**src/rtl/pm_domain_seq_if.sv**
```systemverilog
// Request/acknowledge and control bundle between the power controller and the domain sequencer.
// master drives the requests and switch acknowledge; slave (the sequencer) drives the controls.
interface pm_domain_seq_if;
  logic pwr_down_req;
  logic pwr_up_req;
  logic sw_ack;
  logic clk_sel;
  logic clk_en;
  logic iso_en;
  logic ret_save;
  logic ret_restore;
  logic sw_en;
  logic busy;
  logic done;
  logic err;

  modport master (
    output pwr_down_req, pwr_up_req, sw_ack,
    input  clk_sel, clk_en, iso_en, ret_save, ret_restore, sw_en, busy, done, err
  );

  modport slave (
    input  pwr_down_req, pwr_up_req, sw_ack,
    output clk_sel, clk_en, iso_en, ret_save, ret_restore, sw_en, busy, done, err
  );
endinterface

```
**src/rtl/pm_domain_seq.sv**
```systemverilog
// Power-domain sequencer: orders clock switch, gating, isolation, retention and power switch
// for domain power-down/up, with a timeout on the synchronised power-switch acknowledge.
module pm_domain_seq #(
  parameter int unsigned CNT_W         = 8,
  parameter int unsigned SETTLE_CYCLES = 4,
  parameter int unsigned ACK_TIMEOUT   = 200
) (
  input logic             clk,
  input logic             rst_n,
  pm_domain_seq_if.slave  bus
);

  typedef enum logic [3:0] {
    StOn, StClkSw, StGate, StIso, StSave, StSwOff,
    StOff, StSwOn, StRestore, StDeiso, StUngate, StClkRet
  } state_e;

  // Counter is loaded with limit-1 so a state with limit N lasts exactly N cycles.
  localparam logic [CNT_W-1:0] SettleLoad = CNT_W'(SETTLE_CYCLES - 1);
  localparam logic [CNT_W-1:0] AckLoad    = CNT_W'(ACK_TIMEOUT - 1);

  state_e           state_q, state_d;
  logic [CNT_W-1:0] cnt_q, cnt_d;
  logic             cnt_zero;
  logic             timeout;
  logic             ack_meta_q, ack_s_q;

  logic clk_sel_q, clk_sel_d;
  logic clk_en_q, clk_en_d;
  logic iso_en_q, iso_en_d;
  logic ret_save_q, ret_save_d;
  logic ret_restore_q, ret_restore_d;
  logic sw_en_q, sw_en_d;
  logic busy_q, busy_d;
  logic done_q, done_d;
  logic err_q, err_d;

  assign cnt_zero = (cnt_q == '0);

  // State, counter, synchroniser and registered outputs
  always_ff @(posedge clk or negedge rst_n) begin
    if (!rst_n) begin
      state_q       <= StOn;
      cnt_q         <= '0;
      ack_meta_q    <= 1'b1;
      ack_s_q       <= 1'b1;
      clk_sel_q     <= 1'b0;
      clk_en_q      <= 1'b1;
      iso_en_q      <= 1'b0;
      ret_save_q    <= 1'b0;
      ret_restore_q <= 1'b0;
      sw_en_q       <= 1'b1;
      busy_q        <= 1'b0;
      done_q        <= 1'b0;
      err_q         <= 1'b0;
    end else begin
      state_q       <= state_d;
      cnt_q         <= cnt_d;
      ack_meta_q    <= bus.sw_ack;
      ack_s_q       <= ack_meta_q;
      clk_sel_q     <= clk_sel_d;
      clk_en_q      <= clk_en_d;
      iso_en_q      <= iso_en_d;
      ret_save_q    <= ret_save_d;
      ret_restore_q <= ret_restore_d;
      sw_en_q       <= sw_en_d;
      busy_q        <= busy_d;
      done_q        <= done_d;
      err_q         <= err_d;
    end
  end

  // Next-state logic
  always_comb begin
    state_d = state_q;
    timeout = 1'b0;
    unique case (state_q)
      StOn:      if (bus.pwr_down_req) state_d = StClkSw;
      StClkSw:   if (cnt_zero) state_d = StGate;
      StGate:    state_d = StIso;
      StIso:     state_d = StSave;
      StSave:    if (cnt_zero) state_d = StSwOff;
      StSwOff: begin
        if (!ack_s_q) begin
          state_d = StOff;
        end else if (cnt_zero) begin
          state_d = StOff;
          timeout = 1'b1;
        end
      end
      StOff:     if (bus.pwr_up_req) state_d = StSwOn;
      StSwOn: begin
        if (ack_s_q) begin
          state_d = StRestore;
        end else if (cnt_zero) begin
          state_d = StOff;
          timeout = 1'b1;
        end
      end
      StRestore: if (cnt_zero) state_d = StDeiso;
      StDeiso:   state_d = StUngate;
      StUngate:  state_d = StClkRet;
      StClkRet:  if (cnt_zero) state_d = StOn;
      default:   state_d = StOn;
    endcase
  end

  always_comb begin
    cnt_d = cnt_q;
    if (state_d != state_q) begin
      unique case (state_d)
        StClkSw, StSave, StRestore, StClkRet: cnt_d = SettleLoad;
        StSwOff, StSwOn:                      cnt_d = AckLoad;
        default:                              cnt_d = '0;
      endcase
    end else if (!cnt_zero) begin
      cnt_d = cnt_q - CNT_W'(1);
    end
  end

  // Output decode from the next state; unlisted outputs hold their previous value
  always_comb begin
    clk_sel_d     = clk_sel_q;
    clk_en_d      = clk_en_q;
    iso_en_d      = iso_en_q;
    sw_en_d       = sw_en_q;
    ret_save_d    = (state_d == StSave);
    ret_restore_d = (state_d == StRestore);
    busy_d        = !(state_d inside {StOn, StOff});
    done_d        = (state_d != state_q) && (state_d inside {StOn, StOff});
    err_d         = err_q | timeout;
    unique case (state_d)
      StClkSw:  clk_sel_d = 1'b1;
      StGate:   clk_en_d  = 1'b0;
      StIso:    iso_en_d  = 1'b1;
      StSwOff:  sw_en_d   = 1'b0;
      StOff:    sw_en_d   = 1'b0;
      StSwOn:   sw_en_d   = 1'b1;
      StDeiso:  iso_en_d  = 1'b0;
      StUngate: clk_en_d  = 1'b1;
      StOn:     clk_sel_d = 1'b0;
      default: ;
    endcase
  end

  assign bus.clk_sel     = clk_sel_q;
  assign bus.clk_en      = clk_en_q;
  assign bus.iso_en      = iso_en_q;
  assign bus.ret_save    = ret_save_q;
  assign bus.ret_restore = ret_restore_q;
  assign bus.sw_en       = sw_en_q;
  assign bus.busy        = busy_q;
  assign bus.done        = done_q;
  assign bus.err         = err_q;

endmodule
```
**src/flat_wrapper.sv**
```systemverilog
// flat-port wrapper written by rule: the top's interface ports become plain ports
module pm_domain_seq_flat 
#(
  parameter int unsigned CNT_W         = 8,
  parameter int unsigned SETTLE_CYCLES = 4,
  parameter int unsigned ACK_TIMEOUT   = 200
)
  (clk, rst_n, bus_pwr_down_req, bus_pwr_up_req, bus_sw_ack, bus_clk_sel, bus_clk_en, bus_iso_en, bus_ret_save, bus_ret_restore, bus_sw_en, bus_busy, bus_done, bus_err);
  pm_domain_seq_if bus_i ();
  input logic clk;
  input logic rst_n;
  input wire logic [$bits(bus_i.pwr_down_req)-1:0] bus_pwr_down_req;
  input wire logic [$bits(bus_i.pwr_up_req)-1:0] bus_pwr_up_req;
  input wire logic [$bits(bus_i.sw_ack)-1:0] bus_sw_ack;
  output wire logic [$bits(bus_i.clk_sel)-1:0] bus_clk_sel;
  output wire logic [$bits(bus_i.clk_en)-1:0] bus_clk_en;
  output wire logic [$bits(bus_i.iso_en)-1:0] bus_iso_en;
  output wire logic [$bits(bus_i.ret_save)-1:0] bus_ret_save;
  output wire logic [$bits(bus_i.ret_restore)-1:0] bus_ret_restore;
  output wire logic [$bits(bus_i.sw_en)-1:0] bus_sw_en;
  output wire logic [$bits(bus_i.busy)-1:0] bus_busy;
  output wire logic [$bits(bus_i.done)-1:0] bus_done;
  output wire logic [$bits(bus_i.err)-1:0] bus_err;
  assign bus_i.pwr_down_req = bus_pwr_down_req;
  assign bus_i.pwr_up_req = bus_pwr_up_req;
  assign bus_i.sw_ack = bus_sw_ack;
  assign bus_clk_sel = bus_i.clk_sel;
  assign bus_clk_en = bus_i.clk_en;
  assign bus_iso_en = bus_i.iso_en;
  assign bus_ret_save = bus_i.ret_save;
  assign bus_ret_restore = bus_i.ret_restore;
  assign bus_sw_en = bus_i.sw_en;
  assign bus_busy = bus_i.busy;
  assign bus_done = bus_i.done;
  assign bus_err = bus_i.err;
  pm_domain_seq #(.CNT_W(CNT_W), .SETTLE_CYCLES(SETTLE_CYCLES), .ACK_TIMEOUT(ACK_TIMEOUT)) u_core (.clk(clk), .rst_n(rst_n), .bus(bus_i));
endmodule
```
**config.mk**
```make
export PLATFORM = sky130hd
export DESIGN_NAME = pm_domain_seq_flat
export DESIGN_NICKNAME = d
export VERILOG_FILES = /design/src/rtl/pm_domain_seq_if.sv /design/src/rtl/pm_domain_seq.sv /design/src/flat_wrapper.sv
export SDC_FILE = /design/constraint.sdc
export NUM_CORES = 1
export LEC_CHECK = 0
export ABC_AREA = 1
export BUFFER_PORTS_ARGS = -buffer_cell sky130_fd_sc_hd__buf_2
export CAP_MARGIN = 25
export CORE_MARGIN = 4
export CORE_UTILIZATION = 40
export CTS_BUF_LIST = sky130_fd_sc_hd__clkbuf_4
export DETAILED_ROUTE_END_ITERATION = 8
export GPL_TIMING_DRIVEN = 0
export PLACE_DENSITY_LB_ADDON = 0.25
export SLEW_MARGIN = 20
export SYNTH_ARGS = -nofsm -noshare
export SYNTH_HDL_FRONTEND = slang
export SYNTH_SLANG_ARGS = --single-unit
```
**constraint.sdc**
```tcl
create_clock -name clk -period 2.2 [get_ports clk]
set_input_delay 0.55 -clock clk [delete_from_list [all_inputs] [get_ports clk]]
set_output_delay 0.55 -clock clk [all_outputs]
set_load 0.02 [all_outputs]
```
Word-level counts from Yosys, hierarchy flattened. Index checks and enable logic that the tools add are counted.

Word-level logic and storage cells: 73. Flip-flop bits (word level): 23.

Add/subtract/negate cells: 1. Reductions and logical operators: 13. Eq/ne operators: 24. Mux-type cells: 21. Bitwise gates (word level): 1.

Operators with widths (count): $pmux 4 s12 (1); $mux 4 (9); $eq 4x3->1 const B (8); $eq 4x4->1 const B (8); $eq 4x2->1 const B (4); $mux 8 (2); $pmux 8 s2 (1); $pmux 1 s2 (5); $reduce_bool 2->1 (5); $eq 4x1->1 const B (2); $logic_not 4->1 (2); $logic_not 8->1 (1); $sub 8x1->8 const B (1); $ne 4x4->1 (1); $reduce_or 2->1 (2); $reduce_or 4->1 (1); $mux 1 (3); $ne 2x2->1 const B (1); $logic_and 1x1->1 (1); $logic_not 1->1 (1); $or 1x1->1 (1).

Longest topological paths before layout.
Depth in word-level cells: 8. Mapped depth: 15.

Worst setup path after synthesis. No wires, ideal clock.

Path type: reg2reg. Start: reg u_core.cnt_q[0]. End: reg u_core.cnt_q[2]. Cell stages (with the launch flop): 15. Data required time: 2.077 ns. Period minus slack after synthesis: 1.865 ns. Setup slack: 0.335 ns. Setup time: 0.123 ns. Arrival: 1.742 ns. Path through: dfrtp_1 > inv_1 > ha_1 > nand3_1 > nor2_2 > buf_6 > nand3_1 > nand2_1 > nand2_2 > nand2_1 > nand2_1 > nor2_4 > nand2_4 > nor2_1 > a21oi_1.

Word-level cells in the longest chain between the ends: 8. Elaborated cells between the ends (all ways): 23. Those cells by class: add/sub: 1; eq/ne: 8; mux: 11; reduce/logical: 3.

Ends and longest elaborated chain: start: declaration (line pm_domain_seq.sv:23) `logic [CNT_W-1:0] cnt_q, cnt_d;`; start signal: assignment (line pm_domain_seq.sv:58) `cnt_q <= cnt_d;`; $logic_not 8->1 * (line pm_domain_seq.sv:38) `assign cnt_zero = (cnt_q == '0);`; $mux 4 (line pm_domain_seq.sv:86, pm_domain_seq.sv:95); $mux 4 (on tied branches) (line pm_domain_seq.sv:93, pm_domain_seq.sv:84); $pmux 4 s12 * (line pm_domain_seq.sv:77) `unique case (state_q)`; net u_core.state_d[1] (line pm_domain_seq.sv:22) `state_e state_q, state_d;`; $eq 4x1->1 (tied with other cells) (line pm_domain_seq.sv:111) `unique case (state_d)`; $reduce_or 4->1 / $reduce_or 2->1 (equally long branches) (line pm_domain_seq.sv:111); $pmux 8 s2 (line pm_domain_seq.sv:111); $mux 8 (line pm_domain_seq.sv:110) `if (state_d != state_q) begin`.

The timed path passes the listed nets; every way through them passes the cells marked *. The select of a mux whose other input is x is not followed. A chain may end at the register's enable or synchronous reset.

Worst setup path after layout. Ends and elaborated chain as after synthesis.

==> metrics.txt <==
outcome=completed; placeable core region=0.00310 mm^2; number of buffers added by the clock tree synthesis step=3; EDFF count, synth=0; post-synthesis cell type with the largest combined area=dfrtp_1; placed wire-length estimate=2090 um; area occupied by multi-input gates=~650 um^2; peak ir drop on the vdd network=between 0.2 and 0.25 mV; final worst-path cycle share=0.917; maximum operating frequency=between 400 and 500 MHz; number of buffers between clock root and the deepest sink=2; number of nets in the finished design=slightly below 200; worst max-slew margin expressed relative to the limit=0.671; via-per-instance ratio=5.00; Sum Neg Setup Slack=0 ns; Critical Path Most Common Cell=nand2_1; area of the die=0.00427 mm^2; initial cell density of the core=0.424; filler instances=319; Power per Cell Area=426 mW/mm^2; netlist area before placement=~0.0013 mm^2; combinational share of power=0.020; number of unique standard cell types used by synthesis=30; synthesis-stage register bit count=23; data arrival at the endpoint of the critical path=2.23 ns; fraction of final layout cells sized beyond drive strength 1=0.258; Port Buffer Count=13; clock transition at the register clock pins on the worst setup and hold paths after CTS=between 0.1 and 0.15 ns; average instance area after synthesis=around 7.8 um^2; antenna violations before repair=0; vertical die dimension=65.4 um; global-route wire length before repair=between 4000 and 5000 um; Switching Fraction=0.226; setup skew after layout=0.00337 ns; IO Count=14; routed vias=1170; first-pass iteration count of the detailed router=4; diodes inserted=0; WL per Instance=11.9 um; max cap viols=0; biggest area contributors in the synthesized netlist=dfrtp_1 (36%), nand2_1 (11%), dfstp_2 (8.0%); number of hold-slack violations in the final timing report=0; Worst Setup End Kind=flip-flop; Slowest-stage cell, CP=dfrtp_1; largest net degree at the start of global routing=24; fraction of power consumed by sequential logic=0.665; final core utilization=0.486; sequential cell area fraction in the yosys report=0.441; Site Rows=20; clk sink count=23; highest-count cells in the layout ignoring fill and taps=nand2_1 (38), nor2_1 (22), nand3_1 (19), dfrtp_1 (19), inv_1 (16); sequential cell area=581 um^2; detailed-route DRC error count=0; YS warnings=0; Hold Slack=approximately 0.17 ns; static leakage power=0.718 nW; most frequent standard cell in the layout excluding fill and tap cells=nand2_1; class of the most critical setup path=flip-flop to flip-flop; iteration-0 DRC count of the detailed router=53; endpoints failing setup=0; Synthesized Nets=approximately 180; Final Max Tran Viols=0; root buffer cell=clkbuf_4; TritonCTS clock tree=built; element type at the critical path start=flip-flop; part of the total power dissipated in the clock network=0.315; top fanout value on the critical path=8; cts-stage hold buffer count=0; highest cell delay on the worst timing path=0.41 ns; cell chain of the critical path=inv_2 > ha_4 > nand3_1 > nor2_2 > buf_6 > nand3_1 > nand2_1 > nand2_2 > nand2_1 > nand2_1 > nor2_4 > nand2_4 > nor2_1 > a21oi_1; critical path data required time=2.42 ns; horizontal die dimension=65.4 um; total gr overflow=0; type of the most critical hold path=primary input to asynchronous set/reset pin; internal power=0.000497 W; via count of the first global-routing pass=1081; total routing usage reported by global routing=0.146; number of H-tree levels=1; Worst Max-Slew Pin Slew=between 0.4 and 0.5 ns; later-pin clock latency in the skew report=between 0.3 and 0.4 ns; cell count after synthesis=169; placer's final routability congestion estimate=around 0.84; Antenna Nets Post-Route=0; Async S/R FF share, synth=1.00; area delta synth->final=14.6%; primary flip-flop cell chosen by synthesis mapping=dfrtp_1; Synth top area share=0.361; minimum clock period=2.02 ns; path depth of the worst reg2reg path=14; final routed wirelength across all metal layers=2790 um; NetSw=0.000146 W; RSZ-0062 raised after global routing=false
-- power by group through the flow --
| stage | sequential, W | clock [W] | combinational [W] |
|---|---|---|---|
| floorplan | 0.000435 | 0 | 0.00000105 |
| CTS | 0.000428 | 0.000206 | 0.0000136 |
| global route | 0.000428 | 0.000220 | 0.0000154 |
| global placement | 0.000436 | 0 | 0.0000130 |
| detailed placement | 0.000436 | 0 | 0.0000137 |
| finish | 0.000428 | 0.000203 | 0.0000125 |
-- metrics by stage --
step	instance area (um^2)	power [W]	worst slack [ns]	instances
after CTS	1460	0.000648	0.0438	230
after floorplan	1320	0.000436	0.335	169
after global routing	1510	0.000664	0.0137	234
final	1510	0.000643	0.183	234
after detailed placement	1440	0.000449	0.0670	226
after global placement	1440	0.000449	0.0953	226
-- cells by family (layout without fill, tap and decap cells) --
logic type               after synthesis  count (layout)  share of synthesized area
AO/OA/AOI/OAI                         17              17                     0.0799
flip-flops                            23              23                      0.441
adder cells (fa/ha/maj)                1               1                    0.00950
buffers and inverters                 23              44                     0.0741
AND/OR/NAND/NOR                      100             100                      0.362
XOR/XNOR                               5               5                     0.0333
-- repair_timing --
action,in CTS,in global routing
setup endpoints to repair,0,11
buffers inserted,0,4
resized for setup,0,4
-- registers in the layout, indices dropped and copies added, names as in the netlist --
signal / flops
u_core.ack_meta_q: 1
u_core.ack_s_q: 1
u_core.bus.busy: 1
u_core.bus.clk_en: 1
u_core.bus.clk_sel: 1
u_core.bus.done: 1
u_core.bus.err: 1
u_core.bus.iso_en: 1
u_core.bus.ret_restore: 1
u_core.bus.ret_save: 1
u_core.bus.sw_en: 1
u_core.cnt_q: 8
u_core.state_q: 4
-- layer usage --
metal / vias to the layer above / global-route usage / share of wire
met1: 544 / 0.200 / 0.47
met2: 30 / 0.233 / 0.46
met4: 0 / 0.0544 / 0.019
met5: - / 0 / 0
met3: 5 / 0.0205 / 0.055
li1: 591 / - / -
-- cells in the mapped netlist, types with 2 or more instances --
master,number
dfstp_2,4
nand3_2,2
o21ai_0,4
nand2_2,3
nor3_2,2
xor2_1,4
nand2_1,38
dfrtp_1,19
a21oi_1,5
nand4_1,4
nor3_1,2
nand3_1,19
inv_1,17
nor2_2,3
a22o_1,2
nor2_4,2
nor2_1,23
inv_2,4
-- layout make-up --
type	count	area share
clock inverters	1	0.00332
flip-flops and latches	23	0.385
inverters	21	0.0522
multi-input cells	123	0.433
repair buffers	17	0.0630
plain buffers	2	0.0124
clock buffers	3	0.0149
well taps	44	0.0365
-- final timing paths --
check / from / endpoint / slack [ns]
max in group asynchronous: rst_n / u_core.ack_s_q / 1.67
max reg2reg: u_core.cnt_q[0] / u_core.cnt_q[2] / 0.18
min: rst_n / u_core.state_q[0] / 0.17
max: u_core.cnt_q[0] / u_core.cnt_q[2] / 0.18
min reg2reg: u_core.ack_meta_q / u_core.ack_s_q / 0.37
min in group clk: bus_sw_ack / u_core.ack_meta_q / 0.31
-- worst max-delay path, delay by kind of cell, from the launching register on --
kind / cells / cell delay (ns)
compound gates: 1 / 0.06
fa+ha+maj: 1 / 0.16
flops: 1 / 0.41
buf+inv: 2 / 0.22
simple gates: 10 / 1.05
Power figures use the tool's default switching activity.
